## src/rtl/gpr_wb_scheduler.sv

```systemverilog
// rtl/gpr_wb_scheduler.sv - round-robin GPR writeback arbiter with pending-write scoreboard
// Three requesters share one registered GPR write port; a per-register pending bit tracks in-flight writes.
module gpr_wb_scheduler #(
  parameter int ADDR_WIDTH = 5,
  parameter int DATA_WIDTH = 32
) (
  input  logic                          clk,
  input  logic                          reset,
  input  logic [2:0]                    wb_valid,
  input  logic [3*ADDR_WIDTH-1:0]       wb_addr,
  input  logic [3*DATA_WIDTH-1:0]       wb_data,
  input  logic [3*(DATA_WIDTH/8)-1:0]   wb_ben,
  output logic [2:0]                    wb_ready,
  input  logic                          hold,
  input  logic                          issue_valid,
  input  logic [ADDR_WIDTH-1:0]         issue_addr,
  input  logic [ADDR_WIDTH-1:0]         rs_addr,
  input  logic [ADDR_WIDTH-1:0]         rt_addr,
  output logic                          rs_busy,
  output logic                          rt_busy,
  output logic                          gpr_write,
  output logic [ADDR_WIDTH-1:0]         gpr_rd_addr,
  output logic [DATA_WIDTH-1:0]         gpr_rd_in,
  output logic [DATA_WIDTH/8-1:0]       gpr_byte_w_en
);

  localparam int BEN_WIDTH = DATA_WIDTH / 8;
  localparam int NUM_REGS  = 1 << ADDR_WIDTH;

  logic [1:0]            rr_ptr_q, rr_ptr_d;
  logic                  stage_valid_q, stage_valid_d;
  logic                  gpr_write_q, gpr_write_d;
  logic [ADDR_WIDTH-1:0] gpr_rd_addr_q, gpr_rd_addr_d;
  logic [DATA_WIDTH-1:0] gpr_rd_in_q, gpr_rd_in_d;
  logic [BEN_WIDTH-1:0]  gpr_byte_w_en_q, gpr_byte_w_en_d;
  logic [NUM_REGS-1:0]   pending_q, pending_d;

  logic [2:0]            grant;
  logic [1:0]            grant_idx;
  logic                  grant_any;
  logic [2:0]            cand;
  logic [ADDR_WIDTH-1:0] sel_addr;
  logic [DATA_WIDTH-1:0] sel_data;
  logic [BEN_WIDTH-1:0]  sel_ben;

  // Search starts at rr_ptr_q and wraps modulo 3; first valid requester wins.
  always_comb begin
    grant     = 3'b000;
    grant_idx = 2'd0;
    grant_any = 1'b0;
    cand      = 3'd0;
    if (!reset && !hold) begin
      for (int k = 0; k < 3; k++) begin
        cand = {1'b0, rr_ptr_q} + 3'(k);
        if (cand >= 3'd3) begin
          cand = cand - 3'd3;
        end
        if (!grant_any && wb_valid[cand[1:0]]) begin
          grant_any         = 1'b1;
          grant_idx         = cand[1:0];
          grant[cand[1:0]]  = 1'b1;
        end
      end
    end
  end

  always_comb begin
    sel_addr = wb_addr[ADDR_WIDTH-1:0];
    sel_data = wb_data[DATA_WIDTH-1:0];
    sel_ben  = wb_ben[BEN_WIDTH-1:0];
    case (grant_idx)
      2'd1: begin
        sel_addr = wb_addr[ADDR_WIDTH +: ADDR_WIDTH];
        sel_data = wb_data[DATA_WIDTH +: DATA_WIDTH];
        sel_ben  = wb_ben[BEN_WIDTH +: BEN_WIDTH];
      end
      2'd2: begin
        sel_addr = wb_addr[2*ADDR_WIDTH +: ADDR_WIDTH];
        sel_data = wb_data[2*DATA_WIDTH +: DATA_WIDTH];
        sel_ben  = wb_ben[2*BEN_WIDTH +: BEN_WIDTH];
      end
      default: ;
    endcase
  end

  always_comb begin
    rr_ptr_d        = rr_ptr_q;
    stage_valid_d   = grant_any;
    gpr_write_d     = 1'b0;
    gpr_rd_addr_d   = gpr_rd_addr_q;
    gpr_rd_in_d     = gpr_rd_in_q;
    gpr_byte_w_en_d = gpr_byte_w_en_q;
    if (grant_any) begin
      rr_ptr_d        = (grant_idx == 2'd2) ? 2'd0 : grant_idx + 2'd1;
      gpr_write_d     = (sel_addr != '0) && (sel_ben != '0);
      gpr_rd_addr_d   = sel_addr;
      gpr_rd_in_d     = sel_data;
      gpr_byte_w_en_d = sel_ben;
    end
  end

  // Clear first, then set, so a same-edge issue to the retiring address keeps it pending.
  always_comb begin
    pending_d = pending_q;
    if (stage_valid_q) begin
      pending_d[gpr_rd_addr_q] = 1'b0;
    end
    if (issue_valid && (issue_addr != '0)) begin
      pending_d[issue_addr] = 1'b1;
    end
    pending_d[0] = 1'b0;
  end

  always_ff @(posedge clk or posedge reset) begin
    if (reset) begin
      rr_ptr_q        <= 2'd0;
      stage_valid_q   <= 1'b0;
      gpr_write_q     <= 1'b0;
      gpr_rd_addr_q   <= '0;
      gpr_rd_in_q     <= '0;
      gpr_byte_w_en_q <= '0;
      pending_q       <= '0;
    end else begin
      rr_ptr_q        <= rr_ptr_d;
      stage_valid_q   <= stage_valid_d;
      gpr_write_q     <= gpr_write_d;
      gpr_rd_addr_q   <= gpr_rd_addr_d;
      gpr_rd_in_q     <= gpr_rd_in_d;
      gpr_byte_w_en_q <= gpr_byte_w_en_d;
      pending_q       <= pending_d;
    end
  end

  assign wb_ready      = grant;
  assign rs_busy       = (rs_addr != '0) && pending_q[rs_addr];
  assign rt_busy       = (rt_addr != '0) && pending_q[rt_addr];
  assign gpr_write     = gpr_write_q;
  assign gpr_rd_addr   = gpr_rd_addr_q;
  assign gpr_rd_in     = gpr_rd_in_q;
  assign gpr_byte_w_en = gpr_byte_w_en_q;

endmodule

```

## config.mk

```make
export PLATFORM = sky130hd
export DESIGN_NAME = gpr_wb_scheduler
export DESIGN_NICKNAME = d
export VERILOG_FILES = /design/src/rtl/gpr_wb_scheduler.sv
export SDC_FILE = /design/constraint.sdc
export NUM_CORES = 1
export LEC_CHECK = 0
export BUFFER_PORTS_ARGS = -buffer_cell sky130_fd_sc_hd__buf_4
export CORE_ASPECT_RATIO = 0.5
export CORE_MARGIN = 2
export CORE_UTILIZATION = 38
export CTS_CLUSTER_DIAMETER = 50
export CTS_CLUSTER_SIZE = 40
export DETAILED_ROUTE_END_ITERATION = 6
export PLACE_DENSITY_LB_ADDON = 0.1
export SLEW_MARGIN = 40
export SYNTH_ARGS = -nofsm -noshare
export SYNTH_HDL_FRONTEND = slang
export SYNTH_SLANG_ARGS = --single-unit
```

## constraint.sdc

```tcl
create_clock -name clk -period 3.6 [get_ports clk]
set_input_delay 0.18 -clock clk [delete_from_list [all_inputs] [get_ports clk]]
set_output_delay 0.18 -clock clk [all_outputs]
set_load 0.02 [all_outputs]
```

# Word-level counts from Yosys, hierarchy flattened
# Cells that the tools add are included.
dict set report word_totals {
  input_bits 145
  ff_bits 76
  elab_cells 105
}
dict set report classes {
  addsub 6
  n_lt_le_gt_ge 15
  mux 49
  bitwise 5
  n_eq_ne 2
  reduce_logical 21
}
# op count
set ops {}
lappend ops {{$mux W32} 2}
lappend ops {{$pmux W32 S2} 1}
lappend ops {{$and A32 B32 Y32} 1}
lappend ops {{$not A32 Y32} 1}
lappend ops {{$or A32 B32 Y32} 1}
lappend ops {{$lt A5 B6 Y1 const B} 4}
lappend ops {{$mux W2} 11}
lappend ops {{$reduce_bool A5 Y1} 4}
lappend ops {{$mux W3} 6}
lappend ops {{$mux W1} 17}
lappend ops {{$logic_and A1 B1 Y1} 12}
lappend ops {{$bmux W1 S5} 2}
lappend ops {{$demux W1 S5} 2}
lappend ops {{$ge A5 B1 Y1 const B} 2}
lappend ops {{$pmux W5 S2} 1}
lappend ops {{$lt A2 B3 Y1 const B} 3}
lappend ops {{$pmux W4 S2} 1}
lappend ops {{$bmux W1 S2} 3}
lappend ops {{$demux W1 S2} 3}
lappend ops {{$ge A2 B1 Y1 const B} 3}
lappend ops {{$ge A3 B2 Y1 const B} 2}
lappend ops {{$or A3 B3 Y3} 2}
lappend ops {{$sub A2 B2 Y2 const B} 3}
lappend ops {{$logic_not A1 Y1} 4}
lappend ops {{7 further kinds} 7}

# Longest topological paths before layout
# Gate-level depths: netlist of the first run.
dict set report depth {
  depth_word 20
  mapped_depth 15
  mapped_depth_nobuf 13
}

# Worst setup path before layout of the first run
# Ideal clock, no wire load.
dict set report synth_timing {
  path_type {reg2reg}
  from {register rr_ptr_q[0]}
  to {register gpr_write_q (netlist: gpr_write)}
  t_arrival_ps 2804
  setup_ps 119
  stages_incl_launch_ff 15
  path_buffers 3
  required_ps 3481
  period_less_slack_ps 2923
  setup_slack_ps 677
  path_cell_list {dfrtp_1 -> inv_1 -> ha_1 -> clkbuf_1 -> nor2b_1 -> nor2_1 -> nor2_1 -> o2111ai_1 -> ha_1 -> clkbuf_1 -> clkbuf_1 -> nor2_1 -> a21oi_1 -> nand4_1 -> o21a_1}
}
dict set report synth_via {
  elab_chain_cells 20
  elab_cells_between_ends 42
  cone_classes {5 x add/sub; 3 x order compare; 2 x eq/ne; 25 x mux; 7 x reduce/logical}
}
# item line_no
set synth_rtl {}
lappend synth_rtl {{start, declared} 30} ;# logic [1:0] rr_ptr_q, rr_ptr_d;
lappend synth_rtl {{start signal, assigned} 124} ;# rr_ptr_q <= rr_ptr_d;
lappend synth_rtl {{parallel branches: the longest is 19 deep, another holds $add A2 B1 Y3} n/a}
lappend synth_rtl {{$mux W1 *} 93} ;# if (grant_any) begin
lappend synth_rtl {{net gpr_write_d} 32} ;# logic gpr_write_q, gpr_write_d;
lappend synth_rtl {{end signal, assigned} 126} ;# gpr_write_q <= gpr_write_d;
lappend synth_rtl {{end, declared} 32}
# Mark *: on every way through the listed nets, which the timed path passes. The select of a mux whose other input is x is not followed.
# A chain may end at the register's enable or synchronous reset.

# Worst setup path in the final report of the first run
# Same ends and word-level chain as after synthesis.

==> results.md, run 1 <==
* Initial standard-cell utilization of the core at 39.0%
* Final-layout setup total negative slack at 0 ns
* Number of rows in the core area at 28
* Largest net degree at the start of global routing at 47
* DIE WIDTH at 160 um
* Net Count, Synth at 668
* Final weighted congestion in routability-driven placement at 0.840
* Kind of path behind the tightest hold check: input port to flop
* Total clock sinks at 76
* Count of H-tree levels built during CTS at 3
* Utilization after layout at 55.0%
* Achievable frequency at 0.324 GHz
* Sum of net half-perimeters after detailed placement at 10400 um
* Wire length of the first global-routing pass at 21700 um
* Synthesized netlist cell count at 515
* Worst relative slew slack at 64.6%
* Transition at the pin with the smallest max-transition slack at 0.532 ns
* Portion of synthesized cell area occupied by the leading cell type at 41.2%
* Iteration count of the initial detailed-routing pass at 4
* Post-synth ARST share at 100%
* Number of library cell types mapped by synthesis at 47
* Required time of the worst setup path at 3.82 ns
* Run status: completed
* Worst Hold Slack at 0.114 ns
* Routed via count divided by cell count at 5.31
* Overflow after GRT at 0
* Final critical-path share of the clock period at 85.9%
* Leakage power of the design at 0.00277 uW
* Share of total power in the clock network at 27.4%
* Switching power share of the total at 34.5%
* Net switching power of the design at 1260 uW
* Number of inserted diodes at 0
* Unrepaired setup endpoints after global routing: false
* Start-to-end type of the worst setup path: flop to flop
* Internal Pwr Total at 2380 uW
* Period minus WS final at 3.09 ns
* Max Cap Violations at 0
* Combinational share of power at 36.0%
* Count of flip-flops with a built-in enable after synthesis at 0
* Worst supply voltage drop on vdd at 0.246 mV
* Total power consumption of the routed design at 3640 uW
* Cell taking the most area after synthesis: sky130_fd_sc_hd__dfrtp_1
* CTS Buf Count at 9
* Top cells by instance count after synthesis: sky130_fd_sc_hd__dfrtp_1, sky130_fd_sc_hd__o21ai_0, sky130_fd_sc_hd__nor2_1, sky130_fd_sc_hd__nand2_1
* TritonCTS clock tree: yes
* Worst-path clk slew at 0.06 ns
* Count leader, synth: sky130_fd_sc_hd__dfrtp_1
* Average detailed-routed wire length per instance at 16.2 um
* Post-Route Skew at 0.00734 ns
* Total track usage at 21.1%
* Initial antenna violation count at 0
* Final wirelength at 13800 um
* Core box area at 11800 um2
* Remaining DRCs at 0
* Total number of nets in the final design at 839
* Share of cells above drive strength 1 at 36.2%
* I/O Buffers at 191
* Power per unit of standard cell area at 559 nW/um2
* Fill cell total of the finished layout at 1114
* Register bit count reported by yosys at 76
* Via count of the first global-routing pass at 4185
* CTS Buffer Depth at 2
* Most area-consuming cells after synthesis: sky130_fd_sc_hd__dfrtp_1, sky130_fd_sc_hd__o21ai_0, sky130_fd_sc_hd__a22oi_1, sky130_fd_sc_hd__mux4_2, sky130_fd_sc_hd__a21oi_1
* Number of gates given a new drive strength after cts at 0
* Proportion of synthesized chip area in sequential cells at 41.2%
* Total number of yosys warnings at 0
* Number of antenna-violating nets in the routed design at 0
* Max Slew Vio Count at 0
* Setup-violating endpoint count in the final report at 0
* Sequential share of power at 36.6%
* Area of the die at 13100 um2
* Mapped Area at 4620 um2
* Kind of capture point of the worst setup path: flop
* Per-instance average area after synthesis at 8.96 um2
* Startpoint Class: flop
* Biggest fanout along the worst timing path at 16
* Root buffer cell: sky130_fd_sc_hd__clkbuf_16
* DIE HEIGHT at 81.9 um
* 1st-iter DRT viols at 228
* P&R area growth vs syn at 41.0%
* Final Hold Violating Endpoints at 0
* IO Count at 192
* Primary flip-flop cell chosen by synthesis mapping: sky130_fd_sc_hd__dfrtp_1
* Routed vias at 4547
* CP Data Arrival Time at 3.31 ns
* Clock Latency Late Sink at 0.34 ns
cell usage in the layout (no fill, tap or decap), drive strengths merged, types with 2 or more instances in the layout:
master,n
nor2,52
or3b,6
or3,2
nand3b,10
a22o,2
mux2i,6
o32ai,2
ha,8
nor2b,3
dfrtp,76
nor4,2
a211oi,2
o21ai,107
nor3b,4
a21oi,44
inv,12
buf,201
mux2,5
clkbuf,10
a31o,3
a22oi,44
a311o,2
bufinv,2
nand3,4
a2111oi,2
mux4,14
nand2,47
nand4,2
timing repair:
action,in CTS,in global routing
endpoints found under the hold margin,14,0
hold buffers,1,0
setup endpoints to repair,0,0
buffers inserted,0,0
final timing paths:
| path | start | end | slack [ns] | cells after the start |
|---|---|---|---|---|
| max | rr_ptr_q[0] | gpr_write | 0.51 | 13 |
| min | wb_data[24] | gpr_rd_in[24] | 0.11 | 3 |
| max reg2reg | rr_ptr_q[0] | gpr_write | 0.51 | 13 |
| min reg2reg | gpr_rd_in[26] | gpr_rd_in[26] | 0.49 | 2 |
| max in group asynchronous | reset | pending_q[20] | 2.47 | 4 |
| min in group asynchronous | reset | gpr_rd_in[22] | 0.38 | 3 |
flip-flops by register name, summed over array words and instances (netlist names):
name / count
stage_valid_q: 1
gpr_byte_w_en: 4
gpr_write: 1
gpr_rd_in: 32
gpr_rd_addr: 5
pending_q: 31
rr_ptr_q: 2
cell type report:
| class | instances | area [um2] | area share [%] |
|---|---|---|---|
| multi-input combinational | 387 | 2490 | 38.2 |
| sequential | 76 | 1900 | 29.2 |
| timing repair buffer | 202 | 1540 | 23.7 |
| clock buffer | 10 | 239 | 3.67 |
| tap | 165 | 206 | 3.17 |
| clock inverter | 6 | 93.8 | 1.44 |
| inverter | 10 | 37.5 | 0.577 |
critical path, stage by stage (launching register included):
cell and delay (ns):
sky130_fd_sc_hd__dfrtp_1 0.41, sky130_fd_sc_hd__inv_1 0.09, sky130_fd_sc_hd__ha_1 0.48, sky130_fd_sc_hd__inv_1 0.17
sky130_fd_sc_hd__a21oi_1 0.19, sky130_fd_sc_hd__o2111a_1 0.26, sky130_fd_sc_hd__inv_1 0.08, sky130_fd_sc_hd__ha_1 0.29
sky130_fd_sc_hd__buf_4 0.21, sky130_fd_sc_hd__a22oi_1 0.19, sky130_fd_sc_hd__nor2_1 0.07, sky130_fd_sc_hd__a21oi_1 0.18
sky130_fd_sc_hd__nand4_1 0.14, sky130_fd_sc_hd__o21a_1 0.20
logic make-up after synthesis:
logic type / Yosys count / synth area share [%]
compound gates: 216 / 27.6
fa+ha+maj: 9 / 2.41
buf+inv: 52 / 5.23
flops: 76 / 41.2
mux: 25 / 9.59
simple gates: 137 / 13.9
metal layers:
layer	up-vias	part of all wire (%)	track usage, %
met3	11	5.6	4.60
met2	122	50	35.6
met1	2166	44	28.2
li1	2248	-	-
met4	0	0.66	4.77
met5	-	0	0
power by group through the flow:
stage | clock network (uW) | registers (uW) | logic, uW
2_1_floorplan | 0 | 1440 | 652
3_3_place_gp | 0 | 1330 | 1310
3_5_place_dp | 0 | 1350 | 1320
4_1_cts | 1020 | 1330 | 1320
5_1_grt | 1060 | 1370 | 1430
6_report | 998 | 1330 | 1310
metrics by stage:
step	std cells	setup WS [ns]	cell area (um2)
CTS	856	0.538	6510
global route	856	0.216	6510
global placement	839	0.656	6160
floorplan	515	0.677	4620
detailed placement	839	0.549	6170
finish	856	0.509	6510
(Power assumes the default switching activity.)
==> inputs of run 2 (changes only) <==
- MAX_ROUTING_LAYER: unset -> met4
==> run 2 against run 1 <==
Compared with the run above:
- critical path depth increased by 1
- wire length decreased by 0.61%
- fmax increased by 0.54%
- via count decreased by 0.26%
- total power about the same
- critical endpoint unchanged
- largest cell class unchanged
==> results.md, run 2 (synthesized netlist as in run 1, its figures left out) <==
* Final weighted congestion in routability-driven placement at 0.853
* CP Data Arrival Time at 3.29 ns
* Start-to-end type of the worst setup path: flop to flop
* Average detailed-routed wire length per instance at 16.1 um
* Setup-violating endpoint count in the final report at 0
* Overflow after GRT at 0
* Commonest non-fill, non-tap cells in the layout: sky130_fd_sc_hd__buf_4, sky130_fd_sc_hd__dfrtp_1, sky130_fd_sc_hd__o21ai_0
* Number of gates given a new drive strength after cts at 0
* Clock Latency Late Sink at 0.34 ns
* Largest net degree at the start of global routing at 47
* Period minus WS final at 3.07 ns
* Root buffer cell: sky130_fd_sc_hd__clkbuf_16
* Startpoint Class: flop
* Final cell count without fillers at 856
* Initial antenna violation count at 0
* Final-layout setup total negative slack at 0 ns
* Initial standard-cell utilization of the core at 39.0%
* Via count of the first global-routing pass at 4188
* Leakage power of the design at 0.00277 uW
* Routed vias at 4535
* Transition at the pin with the smallest max-transition slack at 0.523 ns
* Total track usage at 21.7%
* Utilization after layout at 55.0%
* Number of inserted diodes at 0
* Final wirelength at 13800 um
* Run status: completed
* Worst Hold Slack at 0.116 ns
* Final Hold Violating Endpoints at 0
* Iteration count of the initial detailed-routing pass at 4
* Worst supply voltage drop on vdd at 0.244 mV
* Detailed-routing wirelength on met1 at 6080 um
* TritonCTS clock tree: yes
* Power per unit of standard cell area at 558 nW/um2
* Leading cell type in the layout, fill and taps excluded: sky130_fd_sc_hd__buf_4
* Flip-flop count of the largest register, all copies and words added at 32
* Remaining DRCs at 0
* Met3 routed WL at 704 um
* CTS Buf Count at 9
* Post-Route Skew at 0.00993 ns
* I/O Buffers at 191
* Kind of capture point of the worst setup path: flop
* Kind of path behind the tightest hold check: input port to flop
* Max Slew Vio Count at 0
* Wire length of the first global-routing pass at 21700 um
* Number of rows in the core area at 28
* Area of the die at 13100 um2
* Core box area at 11800 um2
* DIE HEIGHT at 81.9 um
* Worst-path clk slew at 0.06 ns
* Sum of net half-perimeters after detailed placement at 10400 um
* CTS Buffer Depth at 2
* Max Cap Violations at 0
* Total number of nets in the final design at 839
* Required time of the worst setup path at 3.81 ns
* 1st-iter DRT viols at 214
* Placed Cells incl. Taps at 839
* Number of hold-repair buffers added at the cts stage at 1
* Top layer reached by signal wires: met4
* Share of cells above drive strength 1 at 36.2%
* Achievable frequency at 0.325 GHz
* Unrepaired setup endpoints after global routing: false
* Total clock sinks at 76
* Number of antenna-violating nets in the routed design at 0
* IO Count at 192
* Count of H-tree levels built during CTS at 3
* Post-CTS setup-driven buffer insertion count at 0
* P&R area growth vs syn at 41.0%
* Worst relative slew slack at 65.1%
* Final critical-path share of the clock period at 85.4%
* Met2 wire length at 6890 um
* Routed via count divided by cell count at 5.30
* Biggest fanout along the worst timing path at 16
* DIE WIDTH at 160 um
## run 2: area by class of cell
type	instances	area (um2)
well taps	165	206
flip-flops and latches	76	1900
repair buffers	202	1540
clock buffers	10	239
multi-input cells	387	2490
fillers	1114	5330
inverters	10	37.5
clock inverters	6	93.8
## run 2: stage by stage
step	total power, uW	cell area, um2	setup slack (ns)
after floorplan	2090	4620	0.677
after global placement	2640	6160	0.656
after detailed placement	2660	6170	0.549
after CTS	3670	6510	0.538
after global routing	3860	6510	0.216
final	3630	6510	0.526
## run 2: power by group
part / switching [uW] / internal, uW
logic: 679 / 629
registers: 209 / 1120
clock network: 364 / 632
total: 1250 / 2380
## run 2: worst paths after layout
check                      slack [ns]  depth (start not counted)            end          start
min reg2reg                      0.49                          2  gpr_rd_in[26]  gpr_rd_in[26]
max                              0.53                         14      gpr_write    rr_ptr_q[0]
max reg2reg                      0.53                         14      gpr_write    rr_ptr_q[0]
min in group asynchronous        0.38                          3  gpr_rd_in[22]          reset
min                              0.12                          3  gpr_rd_in[24]    wb_data[24]
max in group asynchronous        2.48                          4  pending_q[20]          reset
## run 2: metal layers
| metal | vias up | GRT usage (%) |
|---|---|---|
| li1 | 2253 | - |
| met1 | 2154 | 28.4 |
| met2 | 122 | 35.5 |
| met3 | 6 | 4.34 |
| met4 | 0 | 4.77 |
| met5 | - | - |
## run 2: critical path: stages, from the launching register on
cell	delay, ns
sky130_fd_sc_hd__dfrtp_1	0.39
sky130_fd_sc_hd__inv_1	0.08
sky130_fd_sc_hd__ha_1	0.44
sky130_fd_sc_hd__nor2b_1	0.21
sky130_fd_sc_hd__nor2_1	0.09
sky130_fd_sc_hd__nor2_1	0.05
sky130_fd_sc_hd__o2111ai_1	0.33
sky130_fd_sc_hd__inv_1	0.10
sky130_fd_sc_hd__ha_1	0.29
sky130_fd_sc_hd__buf_4	0.23
sky130_fd_sc_hd__a22oi_1	0.18
sky130_fd_sc_hd__nor2_1	0.06
sky130_fd_sc_hd__a21oi_1	0.22
sky130_fd_sc_hd__a41oi_2	0.15
sky130_fd_sc_hd__o21a_1	0.14
